==> config.mk <==
export PLATFORM = sky130hd
export DESIGN_NAME = uart_calc_top
export DESIGN_NICKNAME = d
export VERILOG_FILES = /design/src/rtl/uart_calc_pkg.sv /design/src/rtl/uart_calc_if.sv /design/src/rtl/uart_rx.sv /design/src/rtl/uart_calc_top.sv
export SDC_FILE = /design/constraint.sdc
export NUM_CORES = 1
export LEC_CHECK = 0
export CORE_MARGIN = 3
export CORE_UTILIZATION = 67
export DETAILED_ROUTE_END_ITERATION = 16
export HOLD_SLACK_MARGIN = 0.03
export PLACE_DENSITY = 0.85
export SYNTH_ARGS = -nofsm -noshare
export SYNTH_HDL_FRONTEND = slang
export SYNTH_HIERARCHICAL = 1
export SYNTH_SLANG_ARGS = --single-unit
==> constraint.sdc <==
create_clock -name clk -period 10.34 [get_ports clk]
set_input_delay 3.102 -clock clk [delete_from_list [all_inputs] [get_ports clk]]
set_output_delay 3.102 -clock clk [all_outputs]
set_load 0.01 [all_outputs]
==> src/rtl/uart_calc_pkg.sv <==
// rtl/uart_calc_pkg.sv - ASCII constants, parser states and hex helpers for the UART calculator
package uart_calc_pkg;

  localparam logic [7:0] ASC_I     = 8'h49;
  localparam logic [7:0] ASC_SP    = 8'h20;
  localparam logic [7:0] ASC_S     = 8'h53;
  localparam logic [7:0] ASC_U     = 8'h55;
  localparam logic [7:0] ASC_PLUS  = 8'h2B;
  localparam logic [7:0] ASC_MINUS = 8'h2D;
  localparam logic [7:0] ASC_STAR  = 8'h2A;
  localparam logic [7:0] ASC_EQ    = 8'h3D;
  localparam logic [7:0] ASC_CR    = 8'h0D;
  localparam logic [7:0] ASC_LF    = 8'h0A;

  // Digit states are consecutive so the parser can step through them by +1
  typedef enum logic [3:0] {
    ST_WAIT_I = 4'd0,
    ST_SP1    = 4'd1,
    ST_MODE   = 4'd2,
    ST_SP2    = 4'd3,
    ST_A0     = 4'd4,
    ST_A1     = 4'd5,
    ST_A2     = 4'd6,
    ST_A3     = 4'd7,
    ST_OP     = 4'd8,
    ST_B0     = 4'd9,
    ST_B1     = 4'd10,
    ST_B2     = 4'd11,
    ST_B3     = 4'd12,
    ST_EQ     = 4'd13
  } parse_state_e;

  typedef enum logic [1:0] {
    OP_ADD = 2'd0,
    OP_SUB = 2'd1,
    OP_MUL = 2'd2
  } alu_op_e;

  typedef struct packed {
    logic       valid;
    logic [3:0] nib;
  } hex_nib_t;

  function automatic hex_nib_t hex2nib(input logic [7:0] c);
    hex_nib_t h;
    h.valid = 1'b1;
    h.nib   = 4'h0;
    if (c >= 8'h30 && c <= 8'h39) begin
      h.nib = c[3:0];
    end else if ((c >= 8'h41 && c <= 8'h46) || (c >= 8'h61 && c <= 8'h66)) begin
      h.nib = c[3:0] + 4'd9;
    end else begin
      h.valid = 1'b0;
    end
    return h;
  endfunction

  function automatic logic [7:0] nib2hex(input logic [3:0] n);
    logic [7:0] c;
    if (n < 4'd10) c = {4'h3, n};
    else           c = 8'h37 + {4'h0, n};
    return c;
  endfunction

endpackage

==> src/rtl/uart_calc_if.sv <==
// rtl/uart_calc_if.sv - Received-byte stream between the UART receiver and the command parser
interface uart_calc_if;
  logic [7:0] tdata;
  logic       tvalid;

  modport master (output tdata, output tvalid);
  modport slave  (input tdata, input tvalid);
endinterface

==> src/rtl/uart_rx.sv <==
// rtl/uart_rx.sv - 8N1 UART receiver: input synchronizer, mid-bit sampling, one-cycle byte strobe
module uart_rx #(
  parameter int CLKS_PER_BIT = 16
) (
  input  logic         clk,
  input  logic         n_rst,
  input  logic         rxd,
  uart_calc_if.master  rx_byte
);

  localparam int CW = $clog2(CLKS_PER_BIT + 1);
  localparam logic [CW-1:0] HALF_LAST = CW'(CLKS_PER_BIT / 2 - 1);
  localparam logic [CW-1:0] BIT_LAST  = CW'(CLKS_PER_BIT - 1);

  localparam logic [1:0] RX_IDLE  = 2'd0;
  localparam logic [1:0] RX_START = 2'd1;
  localparam logic [1:0] RX_DATA  = 2'd2;
  localparam logic [1:0] RX_STOP  = 2'd3;

  logic          rx_meta;
  logic          rx_sync;
  logic          rx_prev;
  logic [1:0]    state;
  logic [CW-1:0] cnt;
  logic [2:0]    bit_idx;
  logic [7:0]    shift;
  logic [7:0]    byte_data;
  logic          byte_valid;

  assign rx_byte.tdata  = byte_data;
  assign rx_byte.tvalid = byte_valid;

  always_ff @(posedge clk or negedge n_rst) begin
    if (!n_rst) begin
      rx_meta    <= 1'b1;
      rx_sync    <= 1'b1;
      rx_prev    <= 1'b1;
      state      <= RX_IDLE;
      cnt        <= '0;
      bit_idx    <= 3'd0;
      shift      <= 8'h00;
      byte_data  <= 8'h00;
      byte_valid <= 1'b0;
    end else begin
      rx_meta    <= rxd;
      rx_sync    <= rx_meta;
      rx_prev    <= rx_sync;
      byte_valid <= 1'b0;
      case (state)
        RX_IDLE: begin
          if (rx_prev && !rx_sync) begin
            state <= RX_START;
            cnt   <= '0;
          end
        end
        RX_START: begin
          // A start bit that is high again by mid-bit was only a glitch
          if (cnt == HALF_LAST) begin
            cnt     <= '0;
            bit_idx <= 3'd0;
            state   <= rx_sync ? RX_IDLE : RX_DATA;
          end else begin
            cnt <= cnt + 1'b1;
          end
        end
        RX_DATA: begin
          if (cnt == BIT_LAST) begin
            cnt   <= '0;
            shift <= {rx_sync, shift[7:1]};
            if (bit_idx == 3'd7) state <= RX_STOP;
            else                 bit_idx <= bit_idx + 1'b1;
          end else begin
            cnt <= cnt + 1'b1;
          end
        end
        RX_STOP: begin
          if (cnt == BIT_LAST) begin
            cnt   <= '0;
            state <= RX_IDLE;
            if (rx_sync) begin
              byte_valid <= 1'b1;
              byte_data  <= shift;
            end
          end else begin
            cnt <= cnt + 1'b1;
          end
        end
        default: state <= RX_IDLE;
      endcase
    end
  end

endmodule

==> src/rtl/uart_calc_top.sv <==
// rtl/uart_calc_top.sv - UART hex calculator: command parser, 32-bit ALU and hex result transmitter
module uart_calc_top
  import uart_calc_pkg::*;
#(
  parameter int CLKS_PER_BIT = 16
) (
  input  logic clk,
  input  logic n_rst,
  input  logic rxd,
  output logic txd
);

  localparam int CW = $clog2(CLKS_PER_BIT + 1);
  localparam logic [CW-1:0] BIT_LAST = CW'(CLKS_PER_BIT - 1);

  uart_calc_if rx_byte ();

  uart_rx #(.CLKS_PER_BIT(CLKS_PER_BIT)) u_rx (
    .clk     (clk),
    .n_rst   (n_rst),
    .rxd     (rxd),
    .rx_byte (rx_byte)
  );

  parse_state_e  pstate;
  logic          mode_signed;
  alu_op_e       op;
  logic [15:0]   opa;
  logic [15:0]   opb;
  logic [31:0]   result;

  logic          tx_busy;
  logic [CW-1:0] tx_cnt;
  logic [3:0]    tx_bit;
  logic [3:0]    tx_byte_idx;
  logic [9:0]    tx_frame;

  hex_nib_t      rx_nib;
  logic [31:0]   ext_a;
  logic [31:0]   ext_b;
  logic [31:0]   alu_r;
  logic          tx_start;

  assign rx_nib   = hex2nib(rx_byte.tdata);
  assign tx_start = rx_byte.tvalid && !tx_busy && (pstate == ST_EQ) && (rx_byte.tdata == ASC_EQ);

  // The low 32 bits of a product of sign-extended operands equal the signed 16x16 product
  always_comb begin
    ext_a = mode_signed ? {{16{opa[15]}}, opa} : {16'h0000, opa};
    ext_b = mode_signed ? {{16{opb[15]}}, opb} : {16'h0000, opb};
    alu_r = 32'h0;
    case (op)
      OP_ADD:  alu_r = ext_a + ext_b;
      OP_SUB:  alu_r = ext_a - ext_b;
      default: alu_r = ext_a * ext_b;
    endcase
  end

  function automatic logic [7:0] tx_char(input logic [3:0] idx, input logic [31:0] r);
    logic [31:0] sh;
    logic [7:0]  c;
    sh = r >> (5'd28 - {idx[2:0], 2'b00});
    if (idx == 4'd8)      c = ASC_CR;
    else if (idx == 4'd9) c = ASC_LF;
    else                  c = nib2hex(sh[3:0]);
    return c;
  endfunction

  always_ff @(posedge clk or negedge n_rst) begin
    if (!n_rst) begin
      pstate      <= ST_WAIT_I;
      mode_signed <= 1'b0;
      op          <= OP_ADD;
      opa         <= 16'h0000;
      opb         <= 16'h0000;
      result      <= 32'h0;
    end else if (tx_busy) begin
      pstate <= ST_WAIT_I;
    end else if (rx_byte.tvalid) begin
      if (rx_byte.tdata == ASC_I) begin
        pstate <= ST_SP1;
      end else begin
        // Anything the current state does not accept discards the frame
        pstate <= ST_WAIT_I;
        case (pstate)
          ST_SP1:  if (rx_byte.tdata == ASC_SP) pstate <= ST_MODE;
          ST_MODE: begin
            if (rx_byte.tdata == ASC_S) begin
              mode_signed <= 1'b1;
              pstate      <= ST_SP2;
            end else if (rx_byte.tdata == ASC_U) begin
              mode_signed <= 1'b0;
              pstate      <= ST_SP2;
            end
          end
          ST_SP2:  if (rx_byte.tdata == ASC_SP) pstate <= ST_A0;
          ST_A0, ST_A1, ST_A2, ST_A3: begin
            if (rx_nib.valid) begin
              opa    <= {opa[11:0], rx_nib.nib};
              pstate <= parse_state_e'(pstate + 4'd1);
            end
          end
          ST_OP: begin
            if (rx_byte.tdata == ASC_PLUS) begin
              op     <= OP_ADD;
              pstate <= ST_B0;
            end else if (rx_byte.tdata == ASC_MINUS) begin
              op     <= OP_SUB;
              pstate <= ST_B0;
            end else if (rx_byte.tdata == ASC_STAR) begin
              op     <= OP_MUL;
              pstate <= ST_B0;
            end
          end
          ST_B0, ST_B1, ST_B2, ST_B3: begin
            if (rx_nib.valid) begin
              opb    <= {opb[11:0], rx_nib.nib};
              pstate <= parse_state_e'(pstate + 4'd1);
            end
          end
          ST_EQ:   if (tx_start) result <= alu_r;
          default: pstate <= ST_WAIT_I;
        endcase
      end
    end
  end

  // tx_frame holds {stop, data, start}; bit 0 is always the one currently on txd
  always_ff @(posedge clk or negedge n_rst) begin
    if (!n_rst) begin
      tx_busy     <= 1'b0;
      tx_cnt      <= '0;
      tx_bit      <= 4'd0;
      tx_byte_idx <= 4'd0;
      tx_frame    <= 10'h3FF;
      txd         <= 1'b1;
    end else if (tx_start) begin
      tx_busy     <= 1'b1;
      tx_cnt      <= '0;
      tx_bit      <= 4'd0;
      tx_byte_idx <= 4'd0;
      tx_frame    <= {1'b1, tx_char(4'd0, alu_r), 1'b0};
      txd         <= 1'b0;
    end else if (tx_busy) begin
      if (tx_cnt == BIT_LAST) begin
        tx_cnt <= '0;
        if (tx_bit == 4'd9) begin
          if (tx_byte_idx == 4'd9) begin
            tx_busy <= 1'b0;
            txd     <= 1'b1;
          end else begin
            tx_byte_idx <= tx_byte_idx + 4'd1;
            tx_bit      <= 4'd0;
            tx_frame    <= {1'b1, tx_char(tx_byte_idx + 4'd1, result), 1'b0};
            txd         <= 1'b0;
          end
        end else begin
          tx_bit   <= tx_bit + 4'd1;
          tx_frame <= {1'b1, tx_frame[9:1]};
          txd      <= tx_frame[1];
        end
      end else begin
        tx_cnt <= tx_cnt + 1'b1;
      end
    end
  end

endmodule

* Word level (Yosys, flattened, before mapping)
Index checks and enable logic that the tools add are counted.
Storage, ports and cells: output and inout port bits 1, logic and storage cells 195, register bits 126, input bits 3
Operators by class: mux-type cells 74, shift-type cells 1, add/subtract/negate cells 12, magnitude comparators 8, bitwise gates (word level) 2, reductions and logical operators 35, eq/ne operators 41, multipliers 1
Operator list (count):
- 2-to-1 mux 4 bit | 19
- 2-to-1 mux 32 bit | 2
- one-hot mux 32 bit (2 select lines) | 1
- 2-to-1 mux 10 bit | 5
- == test 4 bit, second input constant | 10
- == test 8 x 6 -> 1 bit, second input constant | 5
- adder 32 bit | 1
- multiplier 32 x 32 -> 32 bit | 1
- >> shifter 32 x 5 -> 4 bit | 1
- subtractor 32 bit | 1
- 2-to-1 mux 5 bit | 6
- AND reduction 5 bit | 6
- 2-to-1 mux 7 bit | 4
- == test 8 x 7 -> 1 bit, second input constant | 3
- 2-to-1 mux 2 bit | 12
- one-hot mux 4 bit (5 select lines) | 1
- 2-to-1 mux 1 bit | 17
- == test 4 x 3 -> 1 bit, second input constant | 4
- greater-or-equal comparator 8 x 7 -> 1 bit, second input constant | 2
- less-or-equal comparator 8 x 7 -> 1 bit, second input constant | 2
- one-hot mux 5 bit (3 select lines) | 1
- adder 6 x 4 -> 7 bit, first input constant | 2
- adder 4 x 1 -> 4 bit, second input constant | 3
- 2-to-1 mux 3 bit | 4
- other kinds (32) | 61

* Depth between registers and ports, before layout
word-level depth 12, mapped depth 32, depth with buffers taken out 30

* Modules after synthesis
The synthesis kept the hierarchy.
Modules (own cells, without submodules):
- uart_calc_top | sequential area each 2363.5 µm², cells an instance 2183, area each 20020.5 µm², times used 1
- uart_rx | sequential area each 754.5 µm², cells an instance 96, area each 1308.8 µm², times used 1

* Worst setup path after synthesis
Ideal clock, no wire load.
kind reg-to-reg, from register mode_signed, to register tx_frame[3], cell stages (with the launch flop) 32, setup time 0.089 ns, slack 1.839 ns, clock period less this slack 8.501 ns, data required time 10.251 ns, arrival time 8.412 ns, path buffers 3, cells stage by stage dfrtp_1 > clkbuf_1 > and2_1 > clkbuf_1 > nand2_1 > inv_1 > fa_1 > fa_1 > fa_1 > inv_1 > fa_1 > inv_1 > fa_1 > inv_1 > fa_1 > inv_1 > fa_1 > fa_1 > ha_1 > and4_1 > and3_1 > a32oi_1 > and3b_1 > buf_6 > a31oi_1 > a31oi_1 > mux2i_1 > nand2_1 > ha_1 > and2_2 > mux2i_1 > a211oi_1
Between the ends: word-level cells in the longest chain between the ends 6, elaborated cells between the ends (all ways) 10, those cells by class add/sub (3); mul (1); order compare (1); mux (5)
RTL lines:
- from (decl) | RTL line uart_calc_top.sv:26 | logic mode_signed;
- from (signal assigned) | RTL line uart_calc_top.sv:72 | mode_signed <= 1'b0;
- from (signal assigned) | RTL line uart_calc_top.sv:89 | mode_signed <= 1'b1;
- from (signal assigned) | RTL line uart_calc_top.sv:92 | mode_signed <= 1'b0;
- 2-to-1 mux 32 bit (on tied branches) | RTL line uart_calc_top.sv:49, uart_calc_top.sv:50
- multiplier 32 x 32 -> 32 bit (tied with other cells) | RTL line uart_calc_top.sv:55 | default: alu_r = ext_a * ext_b;
- one-hot mux 32 bit (2 select lines) * | RTL line uart_calc_top.sv:52 | case (op)
- adder 6 x 4 -> 7 bit / < comparator 4 bit (equally long branches) | RTL line uart_calc_pkg.sv:61, uart_calc_pkg.sv:60
- 2-to-1 mux 7 bit * | RTL line uart_calc_pkg.sv:60 | if (n < 4'd10) c = {4'h3, n};
- 2-to-1 mux 10 bit * | RTL line uart_calc_top.sv:137 | end else if (tx_start) begin
- to (signal assigned) | RTL line uart_calc_top.sv:142 | tx_frame <= {1'b1, tx_char(4'd0, alu_r), 1'b0};
- to (signal assigned) | RTL line uart_calc_top.sv:154 | tx_frame <= {1'b1, tx_char(tx_byte_idx + 4'd1, result), 1'b0};
- to (signal assigned) | RTL line uart_calc_top.sv:159 | tx_frame <= {1'b1, tx_frame[9:1]};
- to (decl) | RTL line uart_calc_top.sv:36 | logic [9:0] tx_frame;
Mark *: on every way between the ends. The rest lies on a longest branch, timed or not. A chain may end at the register's enable or synchronous reset.

* Worst setup path in the final report
Ends and elaborated chain as after synthesis.

==> impl_results.html <==
<table>
<tr><th>Metric</th><th>Value</th></tr>
<tr><th colspan="2">Routing</th></tr>
<tr><td>Drt drc</td><td>0</td></tr>
<tr><td>DRC violation total after the first TritonRoute iteration</td><td>1242</td></tr>
<tr><td>Post-detailed-routing wire length</td><td>54900 um</td></tr>
<tr><td>Number of vias per cell after detailed routing</td><td>6.25</td></tr>
<tr><td>Number of nets still failing antenna checks after routing</td><td>0</td></tr>
<tr><td>Pre-antenna DRT Iters</td><td>6</td></tr>
<tr><td>Total number of vias</td><td>16500</td></tr>
<tr><td>Average wire per standard cell</td><td>20.8 um</td></tr>
<tr><th colspan="2">Synth</th></tr>
<tr><td>Ys flop type</td><td>dfrtp_1</td></tr>
<tr><td>Post-synthesis average cell area</td><td>9.36 um^2</td></tr>
<tr><td>Synthesized netlist cell count</td><td>2279</td></tr>
<tr><td>Post-synthesis instance area</td><td>0.0213 mm^2</td></tr>
<tr><td>Cell type with the largest total area after synthesis</td><td>fa_1</td></tr>
<tr><td>Syn Nets</td><td>2796</td></tr>
<tr><td>Most frequent cell after synthesis</td><td>inv_1</td></tr>
<tr><td>Synthesis Warnings</td><td>6</td></tr>
<tr><td>EDFF count, synth</td><td>0</td></tr>
<tr><td>Ranking of synthesized cells by instance count</td><td>364 x inv_1, 337 x fa_1, 202 x nand2_1</td></tr>
<tr><td>Library cells used by synthesis</td><td>91</td></tr>
<tr><td>Synth top area cells</td><td>fa_1 32%, dfrtp_1 13%, ha_1 10%, inv_1 6.4%, and2_1 5.3%</td></tr>
<tr><td>Async SR Flop Fraction</td><td>1.00</td></tr>
<tr><td>Post-synth top area share</td><td>0.316</td></tr>
<tr><td>Sequential cell area fraction in the yosys report</td><td>0.146</td></tr>
<tr><td>FF+latch count, synth</td><td>124</td></tr>
<tr><th colspan="2">Timing</th></tr>
<tr><td>Number of setup violations in the final report</td><td>0</td></tr>
<tr><td>Worst hold slack</td><td>357 ps</td></tr>
<tr><td>Final worst path period need</td><td>9300 ps</td></tr>
<tr><td>Highest Clock Rate</td><td>0.107 GHz</td></tr>
<tr><td>Worst-Margin Slew</td><td>1170 ps</td></tr>
<tr><td>Max-slew violations</td><td>0</td></tr>
<tr><td>Setup repair after global routing missed its margin</td><td>false</td></tr>
<tr><td>Setup TNS</td><td>0 ps</td></tr>
<tr><td>Hold violation count in the final report</td><td>0</td></tr>
<tr><td>Slew margin rel.</td><td>0.219</td></tr>
<tr><td>Share of the cycle needed by the critical path after routing</td><td>0.900</td></tr>
<tr><td>Worst Clk Skew</td><td>18.6 ps</td></tr>
<tr><th colspan="2">Pwr</th></tr>
<tr><td>Clock power share</td><td>0.532</td></tr>
<tr><td>Psw</td><td>323 uW</td></tr>
<tr><td>Cell-internal power</td><td>892 uW</td></tr>
<tr><td>Gate power share</td><td>0.050</td></tr>
<tr><td>Total power consumption of the routed design</td><td>1.21 mW</td></tr>
<tr><td>Sequential power share</td><td>0.418</td></tr>
<tr><td>Fraction of power spent switching nets</td><td>0.266</td></tr>
<tr><td>Power per Cell Area</td><td>54.5 mW/mm^2</td></tr>
<tr><td>VDD IR-drop max</td><td>0.0000904 V</td></tr>
<tr><td>LEAKAGE</td><td>11.6 nW</td></tr>
<tr><th colspan="2">Floorplanning</th></tr>
<tr><td>Die Footprint</td><td>0.0340 mm^2</td></tr>
<tr><td>I/O pin count</td><td>4</td></tr>
<tr><td>Row count</td><td>64</td></tr>
<tr><td>Starting utilization of the core area</td><td>0.688</td></tr>
<tr><td>Core outline area</td><td>0.0310 mm^2</td></tr>
<tr><td>Die width</td><td>184 um</td></tr>
<tr><td>Die Y-Extent</td><td>184 um</td></tr>
<tr><th colspan="2">Worst hold path</th></tr>
<tr><td>Kind of path behind the tightest hold check</td><td>reg -&gt; reg</td></tr>
<tr><td>Hold path depth</td><td>0</td></tr>
<tr><th colspan="2">CTS</th></tr>
<tr><td>Clock slew seen by the registers of the worst setup and hold paths</td><td>70 ps</td></tr>
<tr><td>Clock tree from TritonCTS</td><td>done</td></tr>
<tr><td>CTS sink cnt</td><td>124</td></tr>
<tr><td>Number of hold buffers added after CTS</td><td>0</td></tr>
<tr><td>Insertion delay to the later sink of the worst-skew pair</td><td>450 ps</td></tr>
<tr><td>Number of CTS-inserted buffers</td><td>17</td></tr>
<tr><td>Clock root buffer</td><td>clkbuf_16</td></tr>
<tr><td>Post-CTS setup buffers</td><td>0</td></tr>
<tr><td>CTS H-Tree Depth</td><td>4</td></tr>
<tr><td>Post-CTS resize count</td><td>0</td></tr>
<tr><td>Maximum clock insertion buffer count</td><td>2</td></tr>
<tr><th colspan="2">Global route</th></tr>
<tr><td>Residual overflow from global routing</td><td>0</td></tr>
<tr><td>First-pass GRT wire length</td><td>90100 um</td></tr>
<tr><td>Antenna violations before repair</td><td>1</td></tr>
<tr><td>Vias in the first global route</td><td>17400</td></tr>
<tr><td>Maximum number of pins on one net before global-route repair</td><td>74</td></tr>
<tr><td>Global Route Usage Sum</td><td>0.341</td></tr>
<tr><th colspan="2">Setup path</th></tr>
<tr><td>Depth of the worst register-to-register path</td><td>27</td></tr>
<tr><td>Critical Setup Path Class</td><td>reg -&gt; reg</td></tr>
<tr><td>Maximum net fanout on the critical path</td><td>24</td></tr>
<tr><td>Critical path startpoint</td><td>mode_signed</td></tr>
<tr><td>FF-to-FF Start</td><td>mode_signed</td></tr>
<tr><td>Minimum setup slack among reg-to-reg paths</td><td>1040 ps</td></tr>
<tr><td>Endpoint kind of the worst setup timing path</td><td>flop</td></tr>
<tr><td>Arrival @ worst endpoint</td><td>9660 ps</td></tr>
<tr><td>Capture point of the critical path</td><td>tx_frame[3]</td></tr>
<tr><td>Worst reg2reg path endpoint</td><td>tx_frame[3]</td></tr>
<tr><td>Crit path required time</td><td>10690 ps</td></tr>
<tr><td>Type of origin of the critical path</td><td>flop</td></tr>
<tr><th colspan="2">Placement</th></tr>
<tr><td>Detailed-placement wirelength estimate</td><td>41600 um</td></tr>
<tr><td>Count of port buffers added during placement</td><td>3</td></tr>
<tr><td>Routability cong.</td><td>1.02</td></tr>
<tr><td>Placement-stage cell area</td><td>0.0217 mm^2</td></tr>
<tr><th colspan="2">Status</th></tr>
<tr><td>Run status</td><td>completed</td></tr>
<tr><th colspan="2">Flow run</th></tr>
<tr><td>Maxcap violations</td><td>0</td></tr>
<tr><th colspan="2">Final layout</th></tr>
<tr><td>Final cell area excluding filler cells</td><td>0.0223 mm^2</td></tr>
<tr><td>Final core occ</td><td>0.720</td></tr>
<tr><td>Area growth from synthesis to final layout</td><td>4.55%</td></tr>
<tr><td>Share of layout cells above drive strength 1</td><td>0.0728</td></tr>
<tr><td>NumNets Final</td><td>2742</td></tr>
<tr><td>Filler Cells Inserted</td><td>2230</td></tr>
</table>
[kinds of logic after synthesis]
group,count (synthesis),share of synthesized area
and+or+nand+nor,642,0.155
adders and majority gates,514,0.420
buffers and inverters,470,0.0834
AOI/OAI and AO/OA,344,0.107
DFF,124,0.146
xor gates and xnor gates,117,0.0487
muxes,68,0.0394
[layout by cell type (no fill, tap or decap), types with 13 or more instances in the layout]
cell and instances:
and3_1 30, a31oi_1 17, nor2_1 108, xnor2_1 80, inv_1 364, a21o_1 24
nor2b_1 22, clkbuf_16 17, fa_1 337, nor3_1 13, xor2_1 36, mux2i_1 16
and2_1 181, buf_4 31, nand3_1 15, dfrtp_1 111, ha_1 177, nand2_1 202
o21ai_0 76, mux2_2 43, nand2b_1 14, a21oi_1 116
[stage by stage]
| stage | cells | worst slack (ps) |
|---|---|---|
| 2_1_floorplan | 2279 | 1840 |
| 3_3_place_gp | 2602 | 1570 |
| 3_5_place_dp | 2602 | 1190 |
| 4_1_cts | 2634 | 1180 |
| 5_1_grt | 2634 | 667 |
| 6_report | 2635 | 1040 |
[cell type report]
cell class	count	area, um^2	area share
Multi-Input combinational cell	1685	16500	0.738
Inverter	364	1370	0.0613
Clock inverter	14	174	0.00780
Sequential cell	124	3120	0.140
Antenna cell	1	2.50	0.000112
Timing Repair Buffer	33	253	0.0113
Tap cell	396	495	0.0222
Clock buffer	18	439	0.0197
[power groups by stage]
| stage | Sequential (mW) | Clock, mW | Combinational, mW |
|---|---|---|---|
| after CTS | 0.508 | 0.649 | 0.0618 |
| after floorplan | 0.512 | 0 | 0.0456 |
| after global routing | 0.511 | 0.671 | 0.0720 |
| final | 0.508 | 0.646 | 0.0606 |
| after detailed placement | 0.517 | 0 | 0.0615 |
| after global placement | 0.517 | 0 | 0.0585 |
[routing by layer]
metal / vias to the layer above / wire (um) / share of wire / global-route usage
met5: - / 0 / 0 / 0
met4: 0 / 3420 / 0.062 / 0.179
met3: 203 / 4090 / 0.074 / 0.0586
met2: 733 / 26400 / 0.48 / 0.568
met1: 8333 / 21000 / 0.38 / 0.430
li1: 7211 / - / - / -
[worst max-delay path: stages (launching register included)]
cell and delay, ps:
dfrtp_1 790, and2_1 210, buf_4 290, nand2_1 160
fa_1 570, fa_1 510, inv_1 80, fa_1 680
inv_1 300, fa_1 560, inv_1 50, fa_1 480
fa_1 560, fa_1 440, fa_1 470, ha_1 360
a21oi_1 340, nand2b_1 120, a211o_1 260, nand2_1 70
a31oi_1 60, a31oi_1 470, mux2i_1 390, nand2_1 140
ha_1 250, and2_2 190, mux2i_1 130, a211oi_1 260
[flip-flops by register name (all words and copies together), names as in the netlist, named ones only]
name                 cells
u_rx/bit_idx             3
result                  32
tx_bit                   4
op                       2
pstate                   4
tx_byte_idx              4
tx_busy                  1
u_rx/state               1
opa                     16
u_rx/rx_sync             1
u_rx/shift               8
u_rx/rx_byte.tdata       8
u_rx/rx_prev             1
mode_signed              1
tx_cnt                   5
u_rx/rx_byte.tvalid      1
u_rx/rx_meta             1
tx_frame                 8
u_rx/cnt                 5
txd                      1
opb                     16
[how the worst min path moves through the flow]
stage                 start            to  slack (ps)
4_1_cts        u_rx/rx_meta  u_rx/rx_sync         360
5_1_grt        u_rx/rx_meta  u_rx/rx_sync         360
3_3_place_gp   u_rx/rx_meta  u_rx/rx_sync         350
2_1_floorplan  u_rx/rx_meta  u_rx/rx_sync         350
3_5_place_dp   u_rx/rx_meta  u_rx/rx_sync         350
6_report       u_rx/rx_meta  u_rx/rx_sync         360
No activity file was read; power rests on OpenSTA's default activity.
